## src/rtl/ofmap_accumulator_pkg.sv

```systemverilog
// Shared types for the ofmap accumulator: FSM states, deskew control record, saturating add.
// The saturating add is only used when OFMAP_ACCUM_SATURATE_EN is defined.
package ofmap_accumulator_pkg;

  // Control records carry a fixed-width address; the top checks ADDR_WIDTH fits.
  localparam int unsigned CtrlAddrWidth = 16;

  typedef enum logic [1:0] {
    StAccum,
    StClosing,
    StDrain
  } state_e;

  typedef struct packed {
    logic                     valid;
    logic [CtrlAddrWidth-1:0] addr;
    logic                     first;
    logic                     last;
  } ctrl_t;

  function automatic logic signed [63:0] sat_add(input logic signed [63:0] a,
                                                 input logic signed [63:0] b,
                                                 input int unsigned        width);
    logic signed [63:0] total;
    logic signed [63:0] max_v;
    logic signed [63:0] min_v;
    logic signed [63:0] result;
    total  = a + b;
    max_v  = (64'sd1 <<< (width - 1)) - 64'sd1;
    min_v  = -(64'sd1 <<< (width - 1));
    result = total;
    if (total > max_v) begin
      result = max_v;
    end else if (total < min_v) begin
      result = min_v;
    end
    return result;
  endfunction

endpackage

```

## src/rtl/ofmap_accumulator_accum_bank.sv

```systemverilog
// One lane of the tile buffer: overwrite/accumulate write port, combinational read port.
// Accumulation saturates when OFMAP_ACCUM_SATURATE_EN is defined, otherwise wraps.
module accum_bank
  import ofmap_accumulator_pkg::*;
#(
  parameter int unsigned OFMAP_WIDTH = 32,
  parameter int unsigned ACCUM_DEPTH = 16,
  parameter int unsigned ADDR_WIDTH  = $clog2(ACCUM_DEPTH)
) (
  input  logic                          clk,
  input  logic                          we,
  input  logic                          first,
  input  logic [ADDR_WIDTH-1:0]         waddr,
  input  logic signed [OFMAP_WIDTH-1:0] wdata,
  input  logic [ADDR_WIDTH-1:0]         raddr,
  output logic signed [OFMAP_WIDTH-1:0] rdata
);

  logic signed [OFMAP_WIDTH-1:0] mem_q [ACCUM_DEPTH];
  logic signed [OFMAP_WIDTH-1:0] acc;

  always_comb begin
    acc = '0;
`ifdef OFMAP_ACCUM_SATURATE_EN
    acc = OFMAP_WIDTH'(sat_add(64'(mem_q[waddr]), 64'(wdata), OFMAP_WIDTH));
`else
    acc = mem_q[waddr] + wdata;
`endif
  end

  // Contents are deliberately not reset: the first pass of every tile overwrites.
  always_ff @(posedge clk) begin
    if (we) begin
      mem_q[waddr] <= first ? wdata : acc;
    end
  end

  assign rdata = mem_q[raddr];

endmodule

```

## src/rtl/ofmap_accumulator.sv

```systemverilog
// Deskews systolic-array partial sums, accumulates them over passes, drains the tile.
// Define OFMAP_ACCUM_SATURATE_EN for clamping accumulation instead of wrap-around.
module ofmap_accumulator
  import ofmap_accumulator_pkg::*;
#(
  parameter int unsigned OFMAP_WIDTH = 32,
  parameter int unsigned ARRAY_WIDTH = 4,
  parameter int unsigned ACCUM_DEPTH = 16,
  parameter int unsigned ADDR_WIDTH  = $clog2(ACCUM_DEPTH)
) (
  input  logic                                           clk,
  input  logic                                           rst,
  input  logic                                           en,
  input  logic                                           in_valid,
  input  logic                                           in_first,
  input  logic                                           in_last,
  input  logic signed [ARRAY_WIDTH-1:0][OFMAP_WIDTH-1:0] ofmap_in,
  output logic                                           in_ready,
  output logic                                           out_valid,
  input  logic                                           out_ready,
  output logic signed [ARRAY_WIDTH-1:0][OFMAP_WIDTH-1:0] ofmap_out,
  output logic                                           overflow_err
);

  localparam logic [ADDR_WIDTH-1:0]    LastAddr     = ADDR_WIDTH'(ACCUM_DEPTH - 1);
  localparam logic [CtrlAddrWidth-1:0] LastCtrlAddr = CtrlAddrWidth'(ACCUM_DEPTH - 1);

  // Lane c rewrites an address c cycles late, so the next pass must not reach it sooner.
  if (ACCUM_DEPTH < ARRAY_WIDTH) begin : g_depth_chk
    $error("ACCUM_DEPTH must be >= ARRAY_WIDTH");
  end
  if (ARRAY_WIDTH < 2 || ADDR_WIDTH > CtrlAddrWidth) begin : g_width_chk
    $error("ARRAY_WIDTH must be >= 2 and ADDR_WIDTH must fit the control record");
  end

  state_e                                state_q;
  logic [ADDR_WIDTH-1:0]                 wr_addr_q;
  logic [ADDR_WIDTH-1:0]                 rd_addr_q;
  logic                                  rd_done_q;
  logic                                  in_ready_q;
  logic                                  out_valid_q;
  logic                                  overflow_q;
  logic [ARRAY_WIDTH-1:0][OFMAP_WIDTH-1:0] ofmap_out_q;
  logic [ARRAY_WIDTH-1:0][OFMAP_WIDTH-1:0] rd_data;
  ctrl_t                                 chain_q [ARRAY_WIDTH-1];
  ctrl_t                                 stage   [ARRAY_WIDTH];
  logic                                  accept;
  logic                                  last_lane_done;

  assign accept = en && in_valid && in_ready_q;

  // Stage 0 is the live input; stage k is the control record k cycles old.
  always_comb begin
    stage[0].valid = accept;
    stage[0].addr  = CtrlAddrWidth'(wr_addr_q);
    stage[0].first = in_first;
    stage[0].last  = in_last;
    for (int k = 1; k < ARRAY_WIDTH; k++) begin
      stage[k] = chain_q[k-1];
    end
  end

  assign last_lane_done = stage[ARRAY_WIDTH-1].valid && stage[ARRAY_WIDTH-1].last &&
                          (stage[ARRAY_WIDTH-1].addr == LastCtrlAddr);

  for (genvar c = 0; c < ARRAY_WIDTH; c++) begin : g_lane
    accum_bank #(
      .OFMAP_WIDTH(OFMAP_WIDTH),
      .ACCUM_DEPTH(ACCUM_DEPTH),
      .ADDR_WIDTH (ADDR_WIDTH)
    ) u_bank (
      .clk  (clk),
      .we   (en && !rst && stage[c].valid),
      .first(stage[c].first),
      .waddr(stage[c].addr[ADDR_WIDTH-1:0]),
      .wdata(ofmap_in[c]),
      .raddr(rd_addr_q),
      .rdata(rd_data[c])
    );
  end

  always_ff @(posedge clk) begin
    if (rst) begin
      state_q     <= StAccum;
      wr_addr_q   <= '0;
      rd_addr_q   <= '0;
      rd_done_q   <= 1'b0;
      in_ready_q  <= 1'b1;
      out_valid_q <= 1'b0;
      ofmap_out_q <= '0;
      overflow_q  <= 1'b0;
      for (int k = 0; k < ARRAY_WIDTH - 1; k++) begin
        chain_q[k] <= '0;
      end
    end else if (en) begin
      if (in_valid && !in_ready_q) begin
        overflow_q <= 1'b1;
      end
      for (int k = 0; k < ARRAY_WIDTH - 1; k++) begin
        chain_q[k] <= stage[k];
      end
      unique case (state_q)
        StAccum: begin
          if (accept) begin
            wr_addr_q <= (wr_addr_q == LastAddr) ? '0 : wr_addr_q + 1'b1;
            if (in_last && (wr_addr_q == LastAddr)) begin
              state_q    <= StClosing;
              in_ready_q <= 1'b0;
            end
          end
        end
        StClosing: begin
          if (last_lane_done) begin
            state_q <= StDrain;
          end
        end
        StDrain: begin
          if (out_valid_q && out_ready && rd_done_q) begin
            state_q     <= StAccum;
            in_ready_q  <= 1'b1;
            out_valid_q <= 1'b0;
            rd_addr_q   <= '0;
            rd_done_q   <= 1'b0;
            wr_addr_q   <= '0;
          end else if ((!out_valid_q || out_ready) && !rd_done_q) begin
            ofmap_out_q <= rd_data;
            out_valid_q <= 1'b1;
            rd_done_q   <= (rd_addr_q == LastAddr);
            rd_addr_q   <= (rd_addr_q == LastAddr) ? '0 : rd_addr_q + 1'b1;
          end
        end
        default: state_q <= StAccum;
      endcase
    end
  end

  assign in_ready     = in_ready_q;
  assign out_valid    = out_valid_q;
  assign ofmap_out    = ofmap_out_q;
  assign overflow_err = overflow_q;

endmodule
```

## config.mk

```make
export PLATFORM = sky130hd
export DESIGN_NAME = ofmap_accumulator
export DESIGN_NICKNAME = d
export VERILOG_FILES = /design/src/rtl/ofmap_accumulator_pkg.sv /design/src/rtl/ofmap_accumulator_accum_bank.sv /design/src/rtl/ofmap_accumulator.sv
export SDC_FILE = /design/constraint.sdc
export NUM_CORES = 2
export LEC_CHECK = 0
export BUFFER_PORTS_ARGS = -buffer_cell sky130_fd_sc_hd__buf_2
export CORE_MARGIN = 4
export CORE_UTILIZATION = 53
export DETAILED_ROUTE_END_ITERATION = 16
export PLACE_DENSITY_LB_ADDON = 0.1
export SKIP_LAST_GASP = 1
export SLEW_MARGIN = 20
export SYNTH_ARGS = -nofsm -noshare
export SYNTH_HDL_FRONTEND = slang
export SYNTH_SLANG_ARGS = --single-unit
```

## constraint.sdc

```tcl
create_clock -name clk -period 14.45 [get_ports clk]
set_input_delay 0 -clock clk [delete_from_list [all_inputs] [get_ports clk]]
set_output_delay 0 -clock clk [all_outputs]
set_load 0.05 [all_outputs]
```

* Word level (Yosys, flattened, before mapping)
Memory sizes are Yosys's and may differ from the RTL's. A register that Yosys moved wholly into a read port is not among the register bits.
Cells that the tools add are included.
** Storage, ports and cells
- Memory bits (writable) :: 2105
- Input bits :: 135
- Word-level logic and storage cells :: 101
- Register bits after elaboration :: 14
- Output and inout port bits :: 131
- Memories :: 5
** Memories
- g_lane[0].u_bank.mem_q :: words 16, bits a word 32, rd ports 2, clocked after Yosys merged registers in 2, wr ports 1, RTL line ofmap_accumulator_accum_bank.sv:19 : logic signed [OFMAP_WIDTH-1:0] mem_q [ACCUM_DEPTH];
- g_lane[1].u_bank.mem_q :: words 16, bits a word 32, rd ports 2, clocked after Yosys merged registers in 1, wr ports 1, RTL line ofmap_accumulator_accum_bank.sv:19
- g_lane[2].u_bank.mem_q :: words 16, bits a word 32, rd ports 2, clocked after Yosys merged registers in 1, wr ports 1, RTL line ofmap_accumulator_accum_bank.sv:19
- g_lane[3].u_bank.mem_q :: words 16, bits a word 32, rd ports 2, clocked after Yosys merged registers in 1, wr ports 1, RTL line ofmap_accumulator_accum_bank.sv:19
- chain_q :: words 3, bits a word 19, rd ports 3, clocked after Yosys merged registers in 0, wr ports 3, RTL line ofmap_accumulator.sv:45 : ctrl_t chain_q [ARRAY_WIDTH-1];
** Cells by class
- Mux-type cells :: 42
- $add $sub $neg :: 6
- Reduce and logical (&&, ||, !) cells :: 28
- Bitwise logic cells :: 4
- Equality and inequality tests :: 9
** Operators by type and width (count)
- $add 32x32->32 :: 4
- $mux 32 :: 4
- $mux 19 :: 3
- $mux 4 :: 8
- $mux 1 :: 20
- $eq 16x4->1 const B :: 1
- $logic_and 1x1->1 :: 14
- $reduce_and 5->1 :: 2
- $add 4x1->4 const B :: 2
- $eq 4x4->1 const B :: 2
- $mux 2 :: 4
- $ne 2x2->1 const B :: 4
- $pmux 4 s2 :: 1
- $reduce_and 4->1 :: 2
- $pmux 2 s3 :: 1
- $logic_not 1->1 :: 4
- $reduce_bool 2->1 :: 2
- $or 1x1->1 :: 3
- $reduce_and 3->1 :: 1
- $eq 2x1->1 const B :: 1
- $eq 2x2->1 const B :: 1
- $logic_not 2->1 :: 1
- $pmux 1 s2 :: 1
- $reduce_and 2->1 :: 1
- other kinds (2) :: 2

* Logic depth before layout (Yosys ltp)
- Depth in word-level cells :: 6
- Mapped depth :: 17
- Depth with buffers taken out :: 14

* Cells and area by module
From an unflattened synthesis, not the netlist that was laid out.
** Second synthesis, totals
- Cells, all modules :: 5686
- Area total of the unflattened synthesis :: 106055.5 µm²
** Modules (own cells, without submodules)
- accum_bank (g_lane[2].u_bank ...) :: sequential area each 15374.7 µm², cells each 1239, instances 2, area an instance 25000.2 µm²
- accum_bank (g_lane[1].u_bank) :: sequential area each 15374.7 µm², cells each 1259, instances 1, area an instance 25021.5 µm²
- accum_bank (g_lane[0].u_bank) :: sequential area each 15374.7 µm², cells each 1259, instances 1, area an instance 25019.0 µm²
- ofmap_accumulator :: sequential area each 3473.3 µm², cells each 690, instances 1, area an instance 6014.5 µm²

* Worst setup path after synthesis
OpenSTA, ideal clock, no wires.
- Path kind :: register -> register
- Start :: register (tool-made name)
- End :: memory g_lane[0].u_bank.mem_q[0][30] (data pin)
- Arrival :: 4.959 ns
- Slack :: 9.161 ns
- Stages on the path, launching flop included :: 18
- Period minus slack after synthesis :: 5.289 ns
- Buffers on the path :: 3
- Data required time :: 14.120 ns
- Setup time :: 0.330 ns
- Path through :: dfxtp_1 buf_2 buf_1 buf_2 mux4_2 mux4_2 ha_1 inv_1 fa_1 nor2b_1 o21a_1 o21a_1 o311a_1 or3_1 a21boi_2 o41ai_1 xnor2_1 o21ai_0
** RTL lines (RTL line)
- end: declaration :: ofmap_accumulator_accum_bank.sv:19

==> impl.org <==
** Final layout
- Area overhead of the layout relative to synthesis :: 13.8%
- Share of final-layout standard cells stronger than drive strength 1 :: 0.357
- Number of nets in the final layout :: 6368
- The finished cells cover 120000 sq um.
- Excluding fillers, the count of instances in the completed layout stands at 8955.

** Synth
- For this run, the register share of the synthesized area comes to 0.615.
- By area the synthesized netlist is led by edfxtp_1, mux4_2, dfxtp_1.
- Yosys warning total :: 0
- Cell with the most instances after synthesis :: edfxtp_1
- In this run, distinct cell masters in the synthesized netlist total 84.
- In the synthesized netlist the dominant register cell turns out to be edfxtp_1.
- Synthesized area divided by synthesized cell count :: 18.8 sq um
- Seq cells post-synth :: 2215
- Share of async-settable or async-resettable flops after synthesis :: 0
- Cell taking the most area after synthesis :: edfxtp_1
- Most frequent cells after synthesis :: edfxtp_1, mux4_2, nand2_1
- The cell area that synthesis handed to floorplanning was 106000 sq um.
- The share of synthesized area in the top cell type comes to 0.587.
- Post-Synthesis Cells :: 5623
- Number of enable flip-flop cells after synthesis :: 2069
- The number of nets in the synthesized netlist is 5891.

** Floorplanning
- The initial utilization of the core area, before any placement, comes to 0.535.
- Standard-cell rows :: 163
- The total area inside the core boundary comes to 198000 sq um.
- DIE WIDTH :: 455 um
- I/O pin total :: 266
- The die covers 207000 sq um.
- From bottom edge to top edge, the die measures 455 um.

** Placed design
- The congestion estimate from routability-driven global placement came to 0.879.
- In this run the tool buffered the top-level ports with 265 buffer cells.
- The HPWL after detailed placement is 156000 um.
- After detailed placement, the total cell area comes to 111000 sq um.
- Total placed cells including tap cells :: 8371

** Clock tree
- For the worst-skew pair, the clock arrives at the later sink with an insertion delay of 0.87 ns.
- The tree is rooted in a clkbuf_16.
- CTS tree :: yes
- After clock tree synthesis, the clock-pin slew on the worst setup and hold paths is 0.06 ns.
- Max Buffers Root-to-Sink :: 3
- Resized cells post-CTS :: 0
- The number of clock buffers added by TritonCTS is 230.
- The clock drives 2215 sinks.
- Number of buffers inserted to repair setup after CTS :: 0
- For this design, the CTS-stage hold fixing added 134 buffers.
- Maximum level of the CTS H-tree :: 4

** STA
- The worst pin sits at a relative slew slack of 0.268.
- Final setup violating endpoints :: 0
- Setup repair after global routing left no endpoint under its margin.
- After layout, the minimum clock period comes to 6.56 ns.
- Final Hold Vio Count :: 0
- Between clock sinks in the finished design, the worst skew comes to 0.0366 ns.
- The count of pins over their slew limit was 0.
- Sum Neg Setup Slack :: 0 ns
- Fin crit share :: 0.454
- At the pin with the least slew margin, the transition time is 1.10 ns.
- Maximum clock rate :: 152 MHz

** Detailed routing
- Final wirelength :: 280000 um
- After detailed routing, the number of vias per cell comes to 6.66.
- Number of nets still failing antenna checks after routing :: 0
- For this block, the via count after detailed routing is 59600.
- In the final routed layout, each cell accounts on average for 31.2 um.
- Number of optimization iterations in the first detailed-route pass :: 5
- For this block, the initial DRC count from the detailed router was 6319.
- Number of remaining DRC errors :: 0

** Global routing
- Entering global routing, the biggest net connects 150 pins.
- Leftover overflow at the end of global routing :: 0
- The via count of the first global-routing pass was 60300.
- Global-route wire length before repair :: 409000 um
- The number of antenna violations at the first check in global routing is 12.
- In the global route stage, overall resource usage came out at 0.272.

** Critical path
- Endpoint kind of the worst setup timing path :: flip-flop
- Arrival time of data at the critical path endpoint :: 6.97 ns
- CP Launch Type :: flip-flop
- Flop-to-flop setup slack :: 7.89 ns
- Critical setup path kind :: reg2reg
- Peak fanout along the critical path :: 49
- Required time worst endpoint :: 14.86 ns

** Flow run
- Max Cap Violations :: 0

** Min path
- The path class of the tightest hold or removal check is in2reg.

** Power
- IR analysis of the VDD net gives a maximum drop of 0.000135 V.
- Overall Power :: 0.0150 W
- P per Cell Area :: 125 nW/um^2
- Summed over all cells, the static leakage comes to 37.7 nW.

** Status
- The run finished with clean final reports.
flip-flops by register name, indices dropped and copies added (netlist names), named ones only:
| signal | cells |
|---|---|
| chain_q | 21 |
| g_lane.u_bank.mem_q | 2048 |
| ofmap_out | 128 |
| rd_done_q | 1 |
| state_q | 2 |
| rd_addr_q | 4 |
| out_valid | 1 |
| wr_addr_q | 4 |
| overflow_err | 1 |
| in_ready | 1 |
metal layers:
| layer | wire length, um | track usage |
|---|---|---|
| met1 | 111000 | 0.384 |
| met2 | 139000 | 0.448 |
| met3 | 20600 | 0.0388 |
| met4 | 8540 | 0.0811 |
| met5 | 27 | 0 |
final timing paths:
| check | startpoint | end | depth (start not counted) |
|---|---|---|---|
| worst max-delay path | flip-flop | g_lane[0].u_bank.mem_q[2][31]$_DFFE_PP_ | 14 |
| worst min-delay path | in_first | chain_q[0][1]$_SDFFCE_PN0P_ | 3 |
| worst max register to register | flip-flop | g_lane[0].u_bank.mem_q[2][31]$_DFFE_PP_ | 14 |
| worst min register to register | ofmap_out[52]$_SDFFE_PP0P_ | ofmap_out[52]$_SDFFE_PP0P_ | 2 |
power by group:
| part | internal, W | switching, W | total (W) |
|---|---|---|---|
| Combinational | 0.000574 | 0.000922 | 0.00150 |
| Clock | 0.00355 | 0.00252 | 0.00607 |
| Sequential | 0.00740 | 0.0000168 | 0.00742 |
metrics by stage:
stage / utilization / setup WS (ns) / hold WS [ns]
after CTS: 0.608 / 7.94 / 0.00562
after detailed placement: 0.562 / 7.98 / 0.338
after global routing: 0.608 / 7.54 / 0.0665
final: 0.608 / 7.89 / 0.0843
after global placement: 0.562 / 8.04 / 0.330
after floorplan: - / 9.16 / 0.198
kinds of logic (layout without fill, tap and decap cells):
family,count (synthesis),in the layout,synth area share
mux,1289,1289,0.273
compound gates,636,636,0.0367
other cells,0,11,0
fa+ha+maj,133,133,0.0160
buf+inv,434,1115,0.0164
simple gates,826,826,0.0350
flops,2215,2215,0.615
xor+xnor,90,90,0.00745
layout make-up:
class / instances / area, sq um
Inverter: 47 / 184
Timing Repair Buffer: 632 / 4540
Fill cell: 14300 / 77500
Multi-Input combinational cell: 2974 / 39500
Clock inverter: 126 / 1370
Clock buffer: 310 / 6380
Tap cell: 2640 / 3300
Sequential cell: 2215 / 65100
Antenna cell: 11 / 27.5
critical path: stages, from the launching register on:
cell and delay (ns):
dfxtp_4 0.79, buf_4 0.63, buf_4 0.73, mux4_2 0.42, mux4_2 0.52, ha_1 0.38, and4_1 0.24, and4_1 0.22
o221ai_1 0.14, a211oi_1 0.66, nor2_1 0.17, o2111a_1 0.28, nor3_1 0.21, o21bai_1 0.14, nand3_1 0.47
placed cells by master (no fill, tap or decap), types with 46 or more instances in the layout:
cell type	instances
edfxtp_1	2069
nand2_1	474
buf_2	264
nor2_1	73
dfxtp_1	139
inv_1	46
a21o_1	55
ha_1	129
o21ai_0	146
dlygate4sd3_1	136
buf_4	221
a21oi_1	255
clkbuf_16	236
clkbuf_1	54
mux4_2	1279
nor2_4	47
clkinv_2	51
Note: power is estimated with default switching activity, not from simulation.
